--- src/rtl/vpu_pkg.sv ---
// Shared vector-unit definitions: SEW encodings, ELEN, VLMAX helper and sequencer state codes.
package vpu_pkg;

    localparam int unsigned ELEN = 32;

    localparam logic [2:0] SEW_E8  = 3'd0;
    localparam logic [2:0] SEW_E16 = 3'd1;
    localparam logic [2:0] SEW_E32 = 3'd2;

    localparam logic [1:0] ST_IDLE = 2'd0;
    localparam logic [1:0] ST_RUN  = 2'd1;
    localparam logic [1:0] ST_DONE = 2'd2;

    // Encodings 3..7 are reserved.
    function automatic logic sew_reserved(input logic [2:0] sew);
        return sew > SEW_E32;
    endfunction

    function automatic int unsigned vlmax(input int unsigned vlen, input logic [2:0] sew);
        case (sew)
            SEW_E8:  return vlen / 8;
            SEW_E16: return vlen / 16;
            default: return vlen / ELEN;
        endcase
    endfunction

endpackage

--- src/rtl/vector_vl_clamp.sv ---
// Combinational VLMAX lookup and clamp of the CSR vl to VLMAX for the selected SEW.
module vector_vl_clamp
    import vpu_pkg::*;
#(
    parameter int unsigned WIDTH = 32,
    parameter int unsigned VLEN  = 256,
    parameter int unsigned CNT_W = $clog2(VLEN / 8) + 1
) (
    input  logic [WIDTH-1:0] vl_i,
    input  logic [2:0]       vsew_i,
    output logic [CNT_W-1:0] vlmax_o,
    output logic [CNT_W-1:0] eff_vl_o
);

    always_comb begin
        vlmax_o  = CNT_W'(vlmax(VLEN, vsew_i));
        eff_vl_o = (vl_i > WIDTH'(vlmax_o)) ? vlmax_o : CNT_W'(vl_i);
    end

endmodule

--- src/rtl/vector_elem_seq.sv ---
// Walks the body elements of one vector instruction, issuing index/byte offset per element.
// Optional tail walk (vta=1 walks up to VLMAX-1) is enabled by defining VPU_TAIL_WALK_EN.
module vector_elem_seq
    import vpu_pkg::*;
#(
    parameter int unsigned WIDTH = 32,
    parameter int unsigned VLEN  = 256
) (
    input  logic                          i_clk,
    input  logic                          i_rst,
    input  logic                          i_start,
    input  logic [WIDTH-1:0]              i_vl,
    input  logic [2:0]                    i_vsew,
    input  logic                          i_vta,
    input  logic                          i_vill,
    input  logic                          i_elem_ready,
    output logic                          o_busy,
    output logic                          o_elem_valid,
    output logic [$clog2(VLEN/8)-1:0]     o_elem_idx,
    output logic [$clog2(VLEN/8)-1:0]     o_byte_off,
    output logic                          o_elem_tail,
    output logic                          o_done,
    output logic                          o_illegal
);

    localparam int unsigned IDX_W = $clog2(VLEN / 8);
    // One extra bit so a full count (VLMAX at e8) does not wrap.
    localparam int unsigned CNT_W = IDX_W + 1;

`ifdef VPU_TAIL_WALK_EN
    localparam logic TAIL_WALK = 1'b1;
`else
    localparam logic TAIL_WALK = 1'b0;
`endif

    logic [1:0]       state_q, state_d;
    logic [IDX_W-1:0] idx_q, idx_d;
    logic [IDX_W-1:0] off_q, off_d;
    logic [CNT_W-1:0] len_q, len_d;
    logic [CNT_W-1:0] vl_q, vl_d;
    logic [1:0]       sew_q, sew_d;
    logic             busy_q, busy_d;
    logic             valid_q, valid_d;
    logic             tail_q, tail_d;
    logic             done_q, done_d;
    logic             illegal_q, illegal_d;

    logic [CNT_W-1:0] vlmax_c;
    logic [CNT_W-1:0] eff_vl_c;
    logic [CNT_W-1:0] walk_len_c;
    logic [CNT_W-1:0] idx_inc_c;
    logic [IDX_W-1:0] idx_nxt_c;

    vector_vl_clamp #(
        .WIDTH (WIDTH),
        .VLEN  (VLEN),
        .CNT_W (CNT_W)
    ) u_vl_clamp (
        .vl_i     (i_vl),
        .vsew_i   (i_vsew),
        .vlmax_o  (vlmax_c),
        .eff_vl_o (eff_vl_c)
    );

    assign walk_len_c = (TAIL_WALK && i_vta) ? vlmax_c : eff_vl_c;
    assign idx_inc_c  = CNT_W'(idx_q) + CNT_W'(1);
    assign idx_nxt_c  = idx_inc_c[IDX_W-1:0];

    always_comb begin
        state_d   = state_q;
        idx_d     = idx_q;
        off_d     = off_q;
        len_d     = len_q;
        vl_d      = vl_q;
        sew_d     = sew_q;
        busy_d    = 1'b0;
        valid_d   = 1'b0;
        tail_d    = tail_q;
        done_d    = 1'b0;
        illegal_d = 1'b0;

        case (state_q)
            ST_IDLE: begin
                idx_d  = '0;
                off_d  = '0;
                tail_d = 1'b0;
                if (i_start) begin
                    if (i_vill || sew_reserved(i_vsew)) begin
                        illegal_d = 1'b1;
                    end else begin
                        sew_d  = i_vsew[1:0];
                        vl_d   = eff_vl_c;
                        len_d  = walk_len_c;
                        busy_d = 1'b1;
                        if (walk_len_c == '0) begin
                            state_d = ST_DONE;
                            done_d  = 1'b1;
                        end else begin
                            state_d = ST_RUN;
                            valid_d = 1'b1;
                            tail_d  = TAIL_WALK && (eff_vl_c == '0);
                        end
                    end
                end
            end

            // Descriptor holds until the lane accepts it.
            ST_RUN: begin
                busy_d  = 1'b1;
                valid_d = 1'b1;
                if (valid_q && i_elem_ready) begin
                    if (idx_inc_c == len_q) begin
                        state_d = ST_DONE;
                        valid_d = 1'b0;
                        done_d  = 1'b1;
                        idx_d   = '0;
                        off_d   = '0;
                        tail_d  = 1'b0;
                    end else begin
                        idx_d  = idx_nxt_c;
                        off_d  = idx_nxt_c << sew_q;
                        tail_d = TAIL_WALK && (idx_inc_c >= vl_q);
                    end
                end
            end

            default: begin
                state_d = ST_IDLE;
            end
        endcase
    end

    always_ff @(posedge i_clk) begin
        if (i_rst) begin
            state_q   <= ST_IDLE;
            idx_q     <= '0;
            off_q     <= '0;
            len_q     <= '0;
            vl_q      <= '0;
            sew_q     <= '0;
            busy_q    <= 1'b0;
            valid_q   <= 1'b0;
            tail_q    <= 1'b0;
            done_q    <= 1'b0;
            illegal_q <= 1'b0;
        end else begin
            state_q   <= state_d;
            idx_q     <= idx_d;
            off_q     <= off_d;
            len_q     <= len_d;
            vl_q      <= vl_d;
            sew_q     <= sew_d;
            busy_q    <= busy_d;
            valid_q   <= valid_d;
            tail_q    <= tail_d;
            done_q    <= done_d;
            illegal_q <= illegal_d;
        end
    end

    assign o_busy       = busy_q;
    assign o_elem_valid = valid_q;
    assign o_elem_idx   = idx_q;
    assign o_byte_off   = off_q;
    assign o_elem_tail  = tail_q;
    assign o_done       = done_q;
    assign o_illegal    = illegal_q;

endmodule
--- config.mk ---
export PLATFORM = sky130hd
export DESIGN_NAME = vector_elem_seq
export DESIGN_NICKNAME = d
export VERILOG_FILES = /design/src/rtl/vpu_pkg.sv /design/src/rtl/vector_vl_clamp.sv /design/src/rtl/vector_elem_seq.sv
export SDC_FILE = /design/constraint.sdc
export NUM_CORES = 1
export LEC_CHECK = 0
export ABC_AREA = 1
export BUFFER_PORTS_ARGS = -buffer_cell sky130_fd_sc_hd__clkbuf_2
export CAP_MARGIN = 25
export CORE_MARGIN = 1
export CORE_UTILIZATION = 44
export DETAILED_ROUTE_END_ITERATION = 6
export PLACE_DENSITY = 0.79
export SKIP_CTS_REPAIR_TIMING = 1
export SYNTH_ARGS = -nofsm -noshare
export SYNTH_HDL_FRONTEND = slang
export SYNTH_SLANG_ARGS = --single-unit
--- constraint.sdc ---
create_clock -name i_clk -period 2 [get_ports i_clk]
set_input_delay 0.4 -clock i_clk [delete_from_list [all_inputs] [get_ports i_clk]]
set_output_delay 0.4 -clock i_clk [all_outputs]
set_load 0.01 [all_outputs]
==> impl_results.md <==
- Outcome: finished clean
- Mux contribution to synthesized area: 0
- ANT nets after route: 0
- # DRC: 0
- Fin worst setup slack: around 0.10 ns
- First-pass GRT wire length: 5440 um
- Top-count cell post-synth: nand2_1
- Number of global-route vias before repair: around 1,400
- WL per Instance: between 9 and 10 um
- Share of layout cells above drive strength 1: 0.334
- Crit path arrival time: ~2.1 ns
- Endpoints failing setup: 0
- P_sw: about 240 uW
- Fin nets: 336
- P_int: 676 uW
- Setup crit end kind: flip-flop
- Peak supply drop: 0.000207 V
- Compound-gate portion of the synthesized area: 0.173
- RePlAce Congestion: 0.825
- Adder-cell share of the synthesized area: 0.0347
- Area share of the largest cell type after synthesis: 0.333
- Worst-path clk slew: 0.13 ns
- Dominant cell type by area after synthesis: dfxtp_1
- Gate Count Post-Synth: ~220
- Fin util: 0.642
- Starting Density: 0.469
- Setup slack, reg-to-reg: about 0.18 ns
- Hold Vio Cnt, Final: 0
- Max incr delay on CP: 0.26 ns
- Total track usage: 0.199
- Post-DP Area: 0.00187 mm^2
- Largest family of logic cells by synthesized area: simple AND/OR/NAND/NOR gates
- Max-Cap Viols: 0
- Fin area: 0.00198 mm^2
- CTS H-tree depth: 1
- Req. time, crit path: 2.20 ns
- Largest net degree at the start of global routing: 20
- Antenna violations before repair: 0
- Die area: 0.00351 mm^2
- Crit-path leading delay family: simple AND/OR/NAND/NOR gates
- Power density cells: 461 mW/mm^2
- FF-to-FF End: state_q[1]
- Critical path startpoint: i_vsew[1]
- Seq pwr share: 0.543
- Crit-path slowest cell: ha_4
- Yosys warnings: 0
- Vias post-DR: 1,611
- Final worst path period need: roughly 1.9 ns
- Worst Path Buf+Inv: 4
- FF+latch count, synth: 24
- Post-synth cell types: 30
- Post-synthesis xor/xnor area fraction: 0.0243
- DR pass1 iterations: 4
- Num Clock Sinks: 24
- Ant diodes: 0
- CP max FO: 6
- Cell count of the worst reg-to-reg path: 9
- TritonCTS clock tree: yes
- Syn nets: roughly 270
- Switching portion of total power: 0.259
- P&R area growth vs syn: 36.9%
- Post-synth EDFFs: 0
- Simple-Gate Fraction of Synth Area: 0.355
- Worst skew pair latency: 0.32 ns
- Final wirelength: 3270 um
- Worst Setup Path Type: in2reg
- Sequential share of the synthesized area: 0.333
- CP Launch Type: input pin
- # port buffers: 53
- CTS Buf Count: 3
- DP Wirelength: roughly 2500 um
- Clk_skew: 0.00938 ns
- Final Cycle Share: 0.948
- Min Hold Slack: about 0.35 ns
- Main flop type after synthesis: dfxtp_1
- Setup slack after placement: -0.322 ns
- Top-Level Pins: 56
- Top cells by area, synth: dfxtp_1 33%, nand2_1 12%, nor2_1 10%
- Crit-path most repeated cell: nand2_1
- Die height: 59.3 um
- Leak Pwr: 0.923 nW
- Asr flop ratio synth: 0
- Final setup TNS: 0 ns
- Synth top cells by count: 47 x nand2_1, 39 x nor2_1, 24 x dfxtp_1, 23 x a21oi_1, 22 x inv_1
- CP endpoint: state_q[0]
- Grt total ovfl: 0
- Combinational Power Share: 0.175
- Mean post-synth cell area: 6.47 um^2
- Hold WC Path Type: in2reg
- Chip Width: 59.3 um
- Root Buffer: clkbuf_4
- Rows: 20
- CP Depth: 17
- Initial drt markers: 43
- Routed vias/inst: around 4.8
- Clk buf depth: 2
- Slew Limit Fails: 0
- Core area: 0.00308 mm^2
- Power share of the clock group: 0.282
- Fmax achieved: around 0.53 GHz
- Worst R2R Start: o_elem_idx[0]
- CP Cell Sequence: clkbuf_2 -> nor2_4 -> inv_2 -> nor2_4 -> inv_2 -> ha_4 -> nand2_1 -> inv_1 -> nand3_2 -> a21oi_4 -> nand2_4 -> nand2_1 -> nand2_2 -> nor2_4 -> nand2_1 -> nand2_1 -> a21oi_1
- Mapped Area: 0.00144 mm^2
-- flip-flops by register name, indices dropped and copies added, names as in the netlist --
| name | count |
|---|---|
| o_busy | 1 |
| o_byte_off | 5 |
| o_done | 1 |
| o_elem_idx | 5 |
| o_illegal | 1 |
| o_elem_valid | 1 |
| state_q | 2 |
| sew_q | 2 |
| len_q | 6 |
-- layer usage --
layer,GRT usage,vias to the layer above,routed length (um)
met5,0,-,0
met4,0.0782,0,42
met3,0.0284,7,152
met2,0.368,49,1630
met1,0.228,701,1450
li1,-,854,-
-- through the flow --
stage	instances	power (mW)
after global placement	330	0.651
final	334	0.912
after global routing	334	0.965
after floorplan	223	0.583
after detailed placement	330	0.654
after CTS	334	0.908
-- tightest hold or removal path, stage by stage --
cell and delay [ns]:
clkbuf_2 0.11, nand3_1 0.08, a21oi_1 0.05
-- cell type report --
class                           instances  area, um^2
Clock buffer                            4        36.3
Fill cell                             312        1100
Inverter                               22        82.6
Multi-Input combinational cell        171         937
Sequential cell                        24         480
Tap cell                               44        55.1
Timing Repair Buffer                   69         385
-- placed cells by master (no fill, tap or decap), types with 3 or more instances in the layout --
cell type and n:
o21ai_0 14, clkbuf_2 53, nand2_2 4, nor2_4 6, nand3_1 17, nor2_1 33
inv_1 20, or2_1 3, buf_4 16, clkbuf_4 3, dfxtp_1 24, nand2_1 43
a21oi_1 23
-- logic make-up after synthesis --
group / after synthesis
AO/OA/AOI/OAI: 44
XOR/XNOR: 4
adder cells (fa/ha/maj): 4
flip-flops: 24
buffers and inverters: 28
other: 1
AND/OR/NAND/NOR: 118
-- worst min-delay path by stage --
stage               cells after the start  slack, ns            end           from
floorplan                               2       0.45       len_q[2]       len_q[2]
global placement                        2       0.45  o_byte_off[3]  o_byte_off[3]
detailed placement                      2       0.45  o_byte_off[3]  o_byte_off[3]
finish                                  3       0.35       len_q[0]        i_vl[0]
CTS                                     3       0.35       len_q[0]        i_vl[0]
global route                            3       0.37       len_q[2]        i_vl[2]
-- power groups by stage --
stage	clock network, mW	registers, mW	logic, mW
finish	0.257	0.496	0.159
global route	0.285	0.497	0.183
CTS	0.263	0.496	0.149
detailed placement	0	0.506	0.148
global placement	0	0.506	0.145
floorplan	0	0.505	0.0780
Power figures use the tool's default switching activity.
